[config.mk]
export PLATFORM = sky130hd
export DESIGN_NAME = key_debounce_scheduler
export DESIGN_NICKNAME = d
export VERILOG_FILES = /design/src/rtl/key_debounce_scheduler.sv
export SDC_FILE = /design/constraint.sdc
export NUM_CORES = 1
export LEC_CHECK = 0
export BUFFER_PORTS_ARGS = -buffer_cell sky130_fd_sc_hd__buf_2
export CORE_MARGIN = 1
export CORE_UTILIZATION = 36
export DETAILED_ROUTE_END_ITERATION = 8
export GPL_TIMING_DRIVEN = 1
export HOLD_SLACK_MARGIN = 0.05
export PLACE_DENSITY = 0.57
export SYNTH_ARGS = -nofsm -noshare
export SYNTH_HDL_FRONTEND = slang
export SYNTH_SLANG_ARGS = --single-unit
export TNS_END_PERCENT = 100
[constraint.sdc]
create_clock -name clk -period 2.7 [get_ports clk]
set_clock_uncertainty 0.2 [all_clocks]
set_input_delay 0.135 -clock clk [delete_from_list [all_inputs] [get_ports clk]]
set_output_delay 0.135 -clock clk [all_outputs]
set_load 0.02 [all_outputs]
[src/rtl/key_debounce_scheduler.sv]
// Debounces NUM_KEYS active-low buttons with a single shared timer that a
// round-robin scheduler hands to one key at a time.
module key_debounce_scheduler #(
  parameter int NUM_KEYS        = 4,
  parameter int DEBOUNCE_CYCLES = 999_999,
  parameter int CNT_W           = 4,
  localparam int ID_W           = $clog2(NUM_KEYS)
) (
  input  logic                      clk,
  input  logic                      rst,
  input  logic [NUM_KEYS-1:0]       key_in,
  output logic [NUM_KEYS-1:0]       key_level,
  output logic [NUM_KEYS-1:0]       press_pulse,
  output logic [NUM_KEYS*CNT_W-1:0] press_cnt,
  output logic                      busy,
  output logic [ID_W-1:0]           active_id
);

  localparam int TMR_W = (DEBOUNCE_CYCLES < 1) ? 1 : $clog2(DEBOUNCE_CYCLES + 1);
  localparam logic [TMR_W-1:0] TMR_MAX = TMR_W'(DEBOUNCE_CYCLES);
  localparam logic [ID_W:0]    KEYS_EXT = (ID_W+1)'(NUM_KEYS);

  typedef enum logic [1:0] {
    ST_IDLE   = 2'd0,
    ST_COUNT  = 2'd1,
    ST_COMMIT = 2'd2
  } state_t;

  // Two-flop synchronizer; buttons idle high, so the flops reset to released.
  logic [NUM_KEYS-1:0] r_sync1;
  logic [NUM_KEYS-1:0] r_sync2;

  logic [NUM_KEYS-1:0]            r_key_level;
  logic [NUM_KEYS-1:0]            r_press_pulse;
  logic [NUM_KEYS-1:0][CNT_W-1:0] r_cnt;

  state_t          r_state;
  state_t          w_state_next;
  logic [TMR_W-1:0] r_timer;
  logic [TMR_W-1:0] w_timer_next;
  logic [ID_W-1:0] r_active_id;
  logic [ID_W-1:0] w_active_next;
  logic [ID_W-1:0] r_last_grant;
  logic [ID_W-1:0] w_last_next;
  logic            r_busy;
  logic            w_commit;

  logic [NUM_KEYS-1:0] w_pressed_raw;
  logic [NUM_KEYS-1:0] w_mismatch;
  logic [NUM_KEYS-1:0] w_commit_sel;
  logic                w_grant_valid;
  logic [ID_W-1:0]     w_grant_id;
  logic [ID_W:0]       w_idx;

  assign w_pressed_raw = ~r_sync2;
  assign w_mismatch    = w_pressed_raw ^ r_key_level;

  always_ff @(posedge clk) begin
    if (rst) begin
      r_sync1 <= '1;
      r_sync2 <= '1;
    end else begin
      r_sync1 <= key_in;
      r_sync2 <= r_sync1;
    end
  end

  // Round-robin search: first mismatching key after last_grant, wrapping.
  always_comb begin
    w_grant_valid = 1'b0;
    w_grant_id    = '0;
    w_idx         = '0;
    for (int k = 1; k <= NUM_KEYS; k++) begin
      w_idx = {1'b0, r_last_grant} + (ID_W+1)'(k);
      if (w_idx >= KEYS_EXT) begin
        w_idx = w_idx - KEYS_EXT;
      end
      if (!w_grant_valid && w_mismatch[w_idx]) begin
        w_grant_valid = 1'b1;
        w_grant_id    = w_idx[ID_W-1:0];
      end
    end
  end

  always_ff @(posedge clk) begin
    if (rst) begin
      r_state      <= ST_IDLE;
      r_timer      <= '0;
      r_active_id  <= '0;
      r_last_grant <= ID_W'(NUM_KEYS - 1);
      r_busy       <= 1'b0;
    end else begin
      r_state      <= w_state_next;
      r_timer      <= w_timer_next;
      r_active_id  <= w_active_next;
      r_last_grant <= w_last_next;
      r_busy       <= (w_state_next != ST_IDLE);
    end
  end

  always_comb begin
    w_state_next  = r_state;
    w_timer_next  = r_timer;
    w_active_next = r_active_id;
    w_last_next   = r_last_grant;
    w_commit      = 1'b0;
    case (r_state)
      ST_IDLE: begin
        if (w_grant_valid) begin
          w_active_next = w_grant_id;
          w_timer_next  = '0;
          w_state_next  = ST_COUNT;
        end
      end
      ST_COUNT: begin
        // A key that returns to its committed level forfeits the timer.
        if (!w_mismatch[r_active_id]) begin
          w_last_next  = r_active_id;
          w_timer_next = '0;
          w_state_next = ST_IDLE;
        end else if (r_timer == TMR_MAX) begin
          w_state_next = ST_COMMIT;
        end else begin
          w_timer_next = r_timer + TMR_W'(1);
        end
      end
      ST_COMMIT: begin
        w_commit     = 1'b1;
        w_last_next  = r_active_id;
        w_timer_next = '0;
        w_state_next = ST_IDLE;
      end
      default: begin
        w_timer_next = '0;
        w_state_next = ST_IDLE;
      end
    endcase
  end

  genvar gi;
  generate
    for (gi = 0; gi < NUM_KEYS; gi++) begin : g_sel
      assign w_commit_sel[gi] = w_commit && (r_active_id == ID_W'(gi));
    end
  endgenerate

  // Only a 0->1 commit is a press; releases just clear the level.
  always_ff @(posedge clk) begin
    if (rst) begin
      r_key_level   <= '0;
      r_press_pulse <= '0;
      r_cnt         <= '0;
    end else begin
      for (int k = 0; k < NUM_KEYS; k++) begin
        r_press_pulse[k] <= w_commit_sel[k] && !r_key_level[k];
        if (w_commit_sel[k]) begin
          r_key_level[k] <= ~r_key_level[k];
          if (!r_key_level[k]) begin
            r_cnt[k] <= r_cnt[k] + CNT_W'(1);
          end
        end
      end
    end
  end

  assign key_level   = r_key_level;
  assign press_pulse = r_press_pulse;
  assign press_cnt   = r_cnt;
  assign busy        = r_busy;
  assign active_id   = r_active_id;

endmodule
==> results of run 1 <==
[worst max-delay path, cell delays in order (launching register included)]
cell	delay (ns)
dfxtp_1	0.36
xor2_1	0.22
mux4_2	0.57
nor3b_4	0.30
or4b_1	0.46
a31oi_1	0.15
[synthesized netlist by cell type, types with 6 or more instances]
| library cell | number |
|---|---|
| or2_2 | 10 |
| nor2_1 | 38 |
| clkbuf_1 | 14 |
| o21ai_0 | 10 |
| mux2i_1 | 6 |
| a31oi_1 | 10 |
| and3_1 | 7 |
| nor4_1 | 6 |
| a21oi_1 | 16 |
| nand3_1 | 9 |
| xnor2_1 | 6 |
| dfxtp_1 | 59 |
| nand2_1 | 26 |
| nand4_1 | 17 |
| xor2_1 | 12 |
[cells by family (layout without fill, tap and decap cells)]
logic type               Yosys count  count (layout)  share of synthesized area [%]
AO/OA/AOI/OAI                     63              63                          15.09
XOR/XNOR                          18              18                          5.869
adder cells (fa/ha/maj)            5               5                          2.329
buffers and inverters             22              66                          3.400
flip-flops                        59              59                          43.97
multiplexers                       7               7                          3.074
AND/OR/NAND/NOR                  135             135                          26.27
[per-stage QoR]
step	instances	util [%]	hold WS [ns]
4_1_cts	452	44.38	0.2148
3_3_place_gp	431	41.00	0.1206
2_1_floorplan	309	-	0.03881
5_1_grt	452	44.38	0.2272
6_report	452	44.38	0.2142
3_5_place_dp	431	41.00	0.1195
[worst paths after layout]
path / from / endpoint / slack (ns)
worst min register to register: r_sync1[3]$_SDFF_PP1_ / r_sync2[3]$_SDFF_PP1_ / 0.21
worst max-delay path: key_level[2]$_SDFFE_PP0P_ / r_timer[6]$_SDFFE_PP0P_ / 0.37
worst min-delay path: r_sync1[3]$_SDFF_PP1_ / r_sync2[3]$_SDFF_PP1_ / 0.21
worst max register to register: key_level[2]$_SDFFE_PP0P_ / r_timer[6]$_SDFFE_PP0P_ / 0.37
[registers in the layout, summed over array words and instances (netlist names)]
register / cells
r_timer: 20
r_sync1: 4
active_id: 2
r_sync2: 4
press_pulse: 4
key_level: 4
busy: 1
r_last_grant: 2
r_state: 2
press_cnt: 16
[routing by layer]
layer | vias to the layer above | routed length (um)
li1 | 1190 | -
met1 | 1054 | 2906
met2 | 33 | 2345
met3 | 10 | 160
met4 | 0 | 123
met5 | - | 0
[repair_timing]
item	CTS	global route
hold buffers	5	0
hold endpoints to repair	8	0
buffers inserted	0	0
[area by class of cell]
| class | instances | area [um2] |
|---|---|---|
| Clock buffer | 10 | 127.6 |
| Multi-Input combinational cell | 228 | 1414 |
| Fill cell | 764 | 4013 |
| Timing Repair Buffer | 45 | 270.3 |
| Clock inverter | 6 | 66.31 |
| Tap cell | 99 | 123.9 |
| Sequential cell | 59 | 1181 |
| Inverter | 5 | 18.77 |
[power by group through the flow]
| stage | sequential, mW | combinational [mW] | clock, mW |
|---|---|---|---|
| after CTS | 0.902 | 0.109 | 0.804 |
| after global placement | 0.922 | 0.101 | 0 |
| final | 0.902 | 0.107 | 0.782 |
| after floorplan | 0.918 | 0.0760 | 0 |
| after detailed placement | 0.922 | 0.103 | 0 |
| after global routing | 0.904 | 0.120 | 0.855 |
==> impl_metrics.yaml, run 1 <==
run_status:
  status: "complete, no violations"
die:
  die_h_um: 88.38
  rows: 31
  start_util_pct: 37.24
  die_width_um: 88.38
  core_mm2: 0.007214
  dieArea_mm2: 0.007811
  ios: 33
cells_and_area:
  stdcell_area_mm2: 0.003202
  num_antenna_cells: 0
  layout.nets: 359
  layout_commonest_cell: "dfxtp_1"
  drive_gt1_share_pct: 19.55
  layout_common_cells: "dfxtp_1, nor2_1, buf_2, nand2_1, nand4_1"
  area_growth_pct: 19.19
power_and_ir_drop:
  p_per_area_mw_per_mm2: 559.4
  power.leakage_nw: 1.232
  irDropWorstVdd_mv: 0.2529
  p_switching_mw: 0.4348
  cell_internal_pwr_mw: 1.356
  clkPwrFrac_pct: 43.6
  p_seq_share_pct: 50.4
  total_power_mw: 1.791
  switching_share_pct: 24.28
  pwr-share-comb_pct: 6.0
yosys:
  synth_top_area_share_pct: 43.97
  synth.avg_cell_area_um2: 8.694
  ys_seq_area_share_pct: 43.97
  synth_edf_count: 0
  synthTopCellsByArea: "dfxtp_1, nor2_1, nand4_1"
  ys_types: 45
  async_flop_share_pct: 0
  ys.flop_type: "dfxtp_1"
  synthCells: 309
  syn_nets: 320
  synth-seq-cells: 59
  synth_largest_area_cell: "dfxtp_1"
  yosysWarnings: 0
  synth_area_mm2: 0.002686
clock_network:
  clock_tree.htree_level_count: 3
  cts_max_path_buffers: 2
  cts_resized: 0
  clock_sinks: 59
  cts.clk_slew.worst_paths_ns: 0.07
  cts_root_buf: "clkbuf_8"
  cts_tree: "done"
  clock_latency_ns: 0.33
  numCtsBuffers: 9
placement:
  io_buffers: 32
  dpl.hpwl_um: 3814
  gp_congestion: 0.8210
  post-place-ws_ns: 0.4027
  post_dp_cell_area_mm2: 0.002958
timing:
  tns_ns: 0
  min_period_ns: 2.333
  fmax_mhz: 428.6
  rsz0062_at_grt: "false"
  maxSlewHeadroom_pct: 58.48
  min_period_over_period_pct: 86.41
  maxSlewViolCount: 0
  worstMarginPinSlew_ns: 0.6171
  worst_slack_ns: 0.3670
  setup_viol: 0
  finalHoldViolations: 0
detailed_routing:
  wirelength_um: 5536
  drt-pass1-iter-count: 4
  drc: 0
  viasPerCell: 5.060
  vias: 2287
  drtIter0Drc: 153
  ant_nets: 0
  routedWlPerCell_um: 12.25
critical_path:
  crit_fanout: 6
  crit_required_ns: 2.75
  worstPathArrival_ns: 2.39
  crit_type: "reg2reg"
  end_kind: "flop"
  reg2reg_depth: 5
  startpoint_type: "flop"
global_routing:
  grt_use_met2_pct: 22.38
  grtUsageTotal_pct: 15.44
  grt_max_degree: 40
  gr-max-usage-layer: "met2"
  grt_pass1_vias: 1982
  antenna_found_initial: 0
  global_route.usage.met3_pct: 2.985
  grtUsageMet1_pct: 21.97
  overflow: 0
  grt_pass1_wl_um: 9397
worst_hold_path:
  hp-class: "reg2reg"
  hold-path-cell-count: 1
run:
  drv_cap: 0
Power figures use the tool's default switching activity.
==> run 2: changes to the inputs <==
CTS_CLUSTER_DIAMETER = 60   (was unset)
PLACE_DENSITY = 0.59   (was 0.57)
clock period = 2 ns   (was 2.7 ns; I/O delays follow)
==> impl_metrics.yaml, run 2 (same netlist as run 1, synthesis figures left out) <==
placement:
  post-place-ws_ns: -0.05544
  io_buffers: 32
  dpl.hpwl_um: 3967
  numPlacedInstances: 453
  gp_congestion: 0.8672
clock_network:
  clock_latency_ns: 0.34
  cts.clk_slew.worst_paths_ns: 0.07
  cts_tree: "done"
  cts_root_buf: "clkbuf_8"
  cts_max_path_buffers: 2
  numCtsBuffers: 9
  clock_tree.htree_level_count: 3
  clock_sinks: 59
timing:
  min_period_ns: 2.055
  maxSlewHeadroom_pct: 74.93
  rsz0062_at_grt: "true"
  hold_ws_ns: 0.2043
  finalHoldViolations: 0
  maxSlewViolCount: 0
  min_period_over_period_pct: 102.7
  fmax_mhz: 486.6
  worstMarginPinSlew_ns: 0.3666
  worst_slack_ns: -0.05498
  setup_viol: 1
die:
  die_h_um: 88.38
  start_util_pct: 37.24
  ios: 33
  die_width_um: 88.38
  rows: 31
  dieArea_mm2: 0.007811
  core_mm2: 0.007214
cells_and_area:
  final_cells: 477
  layout.nets: 385
  nFillCells: 713
  drive_gt1_share_pct: 27.78
  largest_reg_flops: 20
  layout_common_cells: "dfxtp_1, nor2_1, buf_4, buf_2, nand2_1"
  num_antenna_cells: 0
  layout_commonest_cell: "dfxtp_1"
  largest-register: "r_timer"
  area_growth_pct: 28.97
critical_path:
  reg2reg_depth: 5
  r2r_start: "key_level[2]$_SDFFE_PP0P_"
  startpoint_type: "flop"
  crit_type: "reg2reg"
  worstPathArrival_ns: 2.12
  crit_fanout: 4
  crit_end: "r_timer[6]$_SDFFE_PP0P_"
  ff2ff_setup_slack_ns: -0.05
  rr_endpoint: "r_timer[6]$_SDFFE_PP0P_"
  end_kind: "flop"
  crit_start: "key_level[2]$_SDFFE_PP0P_"
  crit_required_ns: 2.07
power_and_ir_drop:
  power.leakage_nw: 1.387
  irDropWorstVdd_mv: 0.3505
  p_per_area_mw_per_mm2: 725.4
detailed_routing:
  ant_nets: 0
  routedWlPerCell_um: 12.34
  vias: 2427
  wirelength_um: 5885
  viasPerCell: 5.088
  drc: 0
  drtIter0Drc: 214
  drt-pass1-iter-count: 4
global_routing:
  overflow: 0
  antenna_found_initial: 0
  grt_max_degree: 40
  grtUsageTotal_pct: 15.81
  grt_pass1_vias: 2087
  grt_pass1_wl_um: 9584
worst_hold_path:
  hp-class: "reg2reg"
run:
  drv_cap: 0
run_status:
  status: "finished with violations"
  violations: "negative setup slack"
run 2: cell types whose count changed in the layout (fill, tap and decap cells not counted), moves of 2 or more:
cell      delta
dfxtp_2      +5
buf_4       +25
clkbuf_8     +2
nor4_1       -2
dfxtp_1      -5
run 2: layer usage:
| metal | GRT usage (%) | vias to the layer above | part of all wire [%] |
|---|---|---|---|
| li1 | - | 1240 | - |
| met1 | 22.28 | 1131 | 50 |
| met2 | 22.66 | 46 | 45 |
| met3 | 4.011 | 10 | 3.4 |
| met4 | 7.038 | 0 | 1.6 |
| met5 | 0 | - | 0 |
run 2: final cells by class:
type | count | area, um2 | share of cell area, %
Inverter | 5 | 18.77 | 0.5417
Sequential cell | 59 | 1187 | 34.27
Clock inverter | 4 | 50.05 | 1.445
Multi-Input combinational cell | 228 | 1455 | 42.00
Clock buffer | 11 | 151.4 | 4.370
Tap cell | 99 | 123.9 | 3.575
Timing Repair Buffer | 71 | 478.0 | 13.80
run 2: power by group:
group | total [mW] | switching (mW) | internal [mW]
combinational | 0.191 | 0.103 | 0.0873
clock | 1.11 | 0.477 | 0.634
sequential | 1.21 | 0.0162 | 1.20
run 2: what timing repair did:
| action | 4_1_cts | 5_1_grt |
|---|---|---|
| pin swaps | 0 | 1 |
| resized for setup | 0 | 13 |
| setup buffers | 0 | 3 |
| hold endpoints to repair | 9 | 0 |
| endpoints found under the setup margin | 1 | 23 |
| hold buffers | 5 | 0 |
| gates cloned | 0 | 1 |
run 2: critical path: stages, from the launching register on:
cell	delay (ns)
dfxtp_2	0.33
xor2_1	0.17
mux4_2	0.53
nor3b_4	0.20
or4b_1	0.44
a31oi_1	0.12
run 2: worst min path at each step:
stage                          start               endpoint  slack [ns]  cells after the start
2_1_floorplan              key_in[0]  r_sync1[0]$_SDFF_PP1_       0.004                      1
3_3_place_gp               key_in[0]  r_sync1[0]$_SDFF_PP1_        0.08                      2
3_5_place_dp               key_in[3]  r_sync1[3]$_SDFF_PP1_        0.08                      2
4_1_cts        r_sync1[3]$_SDFF_PP1_  r_sync2[3]$_SDFF_PP1_        0.21                      1
5_1_grt        r_sync1[3]$_SDFF_PP1_  r_sync2[3]$_SDFF_PP1_        0.22                      1
6_report       r_sync1[0]$_SDFF_PP1_  r_sync2[0]$_SDFF_PP1_        0.20                      1
run 2: stage by stage:
stage	utilization [%]	instance area (um2)	setup TNS, ns	power (mW)
after floorplan	-	2693	-0.9732	1.343
after CTS	47.02	3392	-0.06609	2.522
after detailed placement	43.53	3141	-0.05544	1.399
final	48.02	3465	-0.05498	2.513
after global routing	48.02	3465	-1.534	2.625
after global placement	43.53	3141	-0.02893	1.397
==> run 3: changes to the inputs <==
ABC_AREA = 1   (was unset)
HOLD_SLACK_MARGIN = 0.1   (was 0.05)
PLACE_DENSITY = 0.58   (was 0.59)
==> impl_metrics.yaml, run 3 <==
clock_network:
  clock_sinks: 59
  clock_latency_ns: 0.33
  clock_tree.htree_level_count: 3
  cts_root_buf: "clkbuf_8"
  cts.clk_slew.worst_paths_ns: 0.06
  cts_tree: "done"
  cts_max_path_buffers: 2
  numCtsBuffers: 9
cells_and_area:
  layout_commonest_cell: "nand2_1"
  num_antenna_cells: 0
  post-route-util_pct: 45.72
  largest_reg_flops: 20
  largest-register: "r_timer"
  area_growth_pct: 22.82
  drive_gt1_share_pct: 26.29
  layout.nets: 554
  layout_common_cells: "nand2_1, nor2_1, nand3_1, dfxtp_1, inv_1"
die:
  ios: 33
  die_width_um: 97.19
  rows: 34
  die_h_um: 97.19
  core_mm2: 0.008763
  start_util_pct: 37.22
  dieArea_mm2: 0.009446
worst_hold_path:
  hp-class: "reg2reg"
  hold-path-cell-count: 1
  min_to: "r_sync2[1]$_SDFF_PP1_"
  min_from: "r_sync1[1]$_SDFF_PP1_"
yosys:
  synth_area_mm2: 0.003262
  ys.flop_type: "dfxtp_1"
  async_flop_share_pct: 0
  ys_seq_area_share_pct: 36.21
  synth_common_cells: "nand2_1, nor2_1, nand3_1"
  yosysMostFrequentCell: "nand2_1"
  synth_largest_area_cell: "dfxtp_1"
  synth.avg_cell_area_um2: 6.896
  syn_nets: 484
  synthCells: 473
  synth_edf_count: 0
  synthTopCellsByArea: "dfxtp_1, nand2_1, nand3_1"
  yosysWarnings: 0
  synth_top_area_share_pct: 36.21
  synth-seq-cells: 59
  ys_types: 39
critical_path:
  r2r_start: "key_level[3]$_SDFFE_PP0P_"
  critPathTopFamily: "simple AND/OR/NAND/NOR gates"
  rr_endpoint: "r_timer[7]$_SDFFE_PP0P_"
  critical_path_buf_inv_count: 1
  crit_type: "reg2reg"
  worstPathCellList: "inv_2 > nand2_1 > nand2_1 > o21ai_1 > nor2_2 > nand2_1 > or2_4 > nand2_8 > nand2_1 > a21oi_1"
  ff2ff_setup_slack_ns: 0.12
  crit_required_ns: 2.06
  crit_top_cell: "nand2_1"
  startpoint_type: "flop"
  reg2reg_depth: 10
  crit_fanout: 9
  slowest_delay_ns: 0.34
  end_kind: "flop"
  worstPathArrival_ns: 1.95
  cpMaxStageDelayCell: "dfxtp_2"
timing:
  maxSlewViolCount: 0
  min_period_ns: 1.885
  finalHoldViolations: 0
  min_period_over_period_pct: 94.24
  worstMarginPinSlew_ns: 0.3955
  setup_viol: 0
  fmax_mhz: 530.6
  hold_ws_ns: 0.2160
  rsz0062_at_grt: "true"
  maxSlewHeadroom_pct: 73.43
global_routing:
  grt_pass1_wl_um: 14080
  overflow: 0
  antenna_found_initial: 0
  grt_pass1_vias: 3001
  grtUsageTotal_pct: 18.60
  grt_max_degree: 28
detailed_routing:
  drtIter0Drc: 251
  drt-pass1-iter-count: 5
  vias: 3261
  wirelength_um: 8356
  ant_nets: 0
  viasPerCell: 5.002
  drc: 0
  routedWlPerCell_um: 12.82
placement:
  io_buffers: 32
  gp_congestion: 0.8954
  dpl.hpwl_um: 5998
run_status:
  status: "complete, no violations"
power_and_ir_drop:
  irDropWorstVdd_mv: 0.3968
  p_per_area_mw_per_mm2: 959.2
  power.leakage_nw: 1.668
run:
  drv_cap: 0
==> run 3: routing by layer <==
| metal | up-vias | global-route usage [%] | part of all wire, % |
|---|---|---|---|
| li1 | 1680 | - | - |
| met1 | 1460 | 23.95 | 46 |
| met2 | 106 | 30.07 | 46 |
| met3 | 15 | 3.597 | 5.9 |
| met4 | 0 | 8.381 | 2.2 |
| met5 | - | 0 | 0 |
==> run 3: layout make-up <==
class	instances	area, um2
fill	874	4757
sequential	59	1200
inverter	41	158.9
timing repair buffer	69	466.7
multi-input combinational	363	1891
tap	108	135.1
clock buffer	12	155.1
==> run 3: power breakdown <==
| part | switching, mW | internal, mW |
|---|---|---|
| sequential | 0.0568 | 1.24 |
| clock | 0.429 | 0.490 |
| combinational | 1.04 | 0.585 |
| total | 1.53 | 2.31 |
==> run 3: logic make-up after synthesis <==
| family | count (synthesis) | share of synthesized area, % |
|---|---|---|
| compound gates | 60 | 10.74 |
| simple gates | 287 | 41.58 |
| fa+ha+maj | 5 | 1.918 |
| flops | 59 | 36.21 |
| xor+xnor | 9 | 2.417 |
| buf+inv | 53 | 7.135 |
==> run 3: metrics by stage <==
step | area, um2 | setup TNS (ns) | power (mW) | instances | worst slack (ns)
after floorplan | 3262 | 0 | 2.415 | 473 | 0.08138
after global placement | 3701 | 0 | 2.686 | 630 | 0.04859
after detailed placement | 3701 | -0.07503 | 2.700 | 630 | -0.01663
after CTS | 3946 | 0 | 3.811 | 649 | 0.05953
after global routing | 4006 | -0.006345 | 4.103 | 652 | -0.003634
final | 4006 | 0 | 3.843 | 652 | 0.1152
==> run 3: worst max-delay path by stage <==
stage / startpoint / endpoint / slack [ns] / depth (start not counted)
floorplan: key_level[0]$_SDFFE_PP0P_ / r_timer[14]$_SDFFE_PP0P_ / 0.08 / 9
global placement: r_last_grant[0]$_SDFFE_PP1P_ / r_timer[9]$_SDFFE_PP0P_ / 0.05 / 10
detailed placement: r_last_grant[0]$_SDFFE_PP1P_ / r_timer[1]$_SDFFE_PP0P_ / -0.02 / 10
CTS: r_last_grant[0]$_SDFFE_PP1P_ / active_id[1]$_SDFFE_PP0P_ / 0.06 / 12
global route: key_level[3]$_SDFFE_PP0P_ / r_last_grant[0]$_SDFFE_PP1P_ / -0.004 / 10
finish: key_level[3]$_SDFFE_PP0P_ / r_timer[7]$_SDFFE_PP0P_ / 0.12 / 10
==> run 3: repair_timing <==
action	CTS	global route
pin swaps	1	2
buffers inserted	1	2
gates resized for setup	1	22
hold buffers	5	0
hold endpoints to repair	30	0
gates cloned	1	1
setup endpoints to repair	17	25
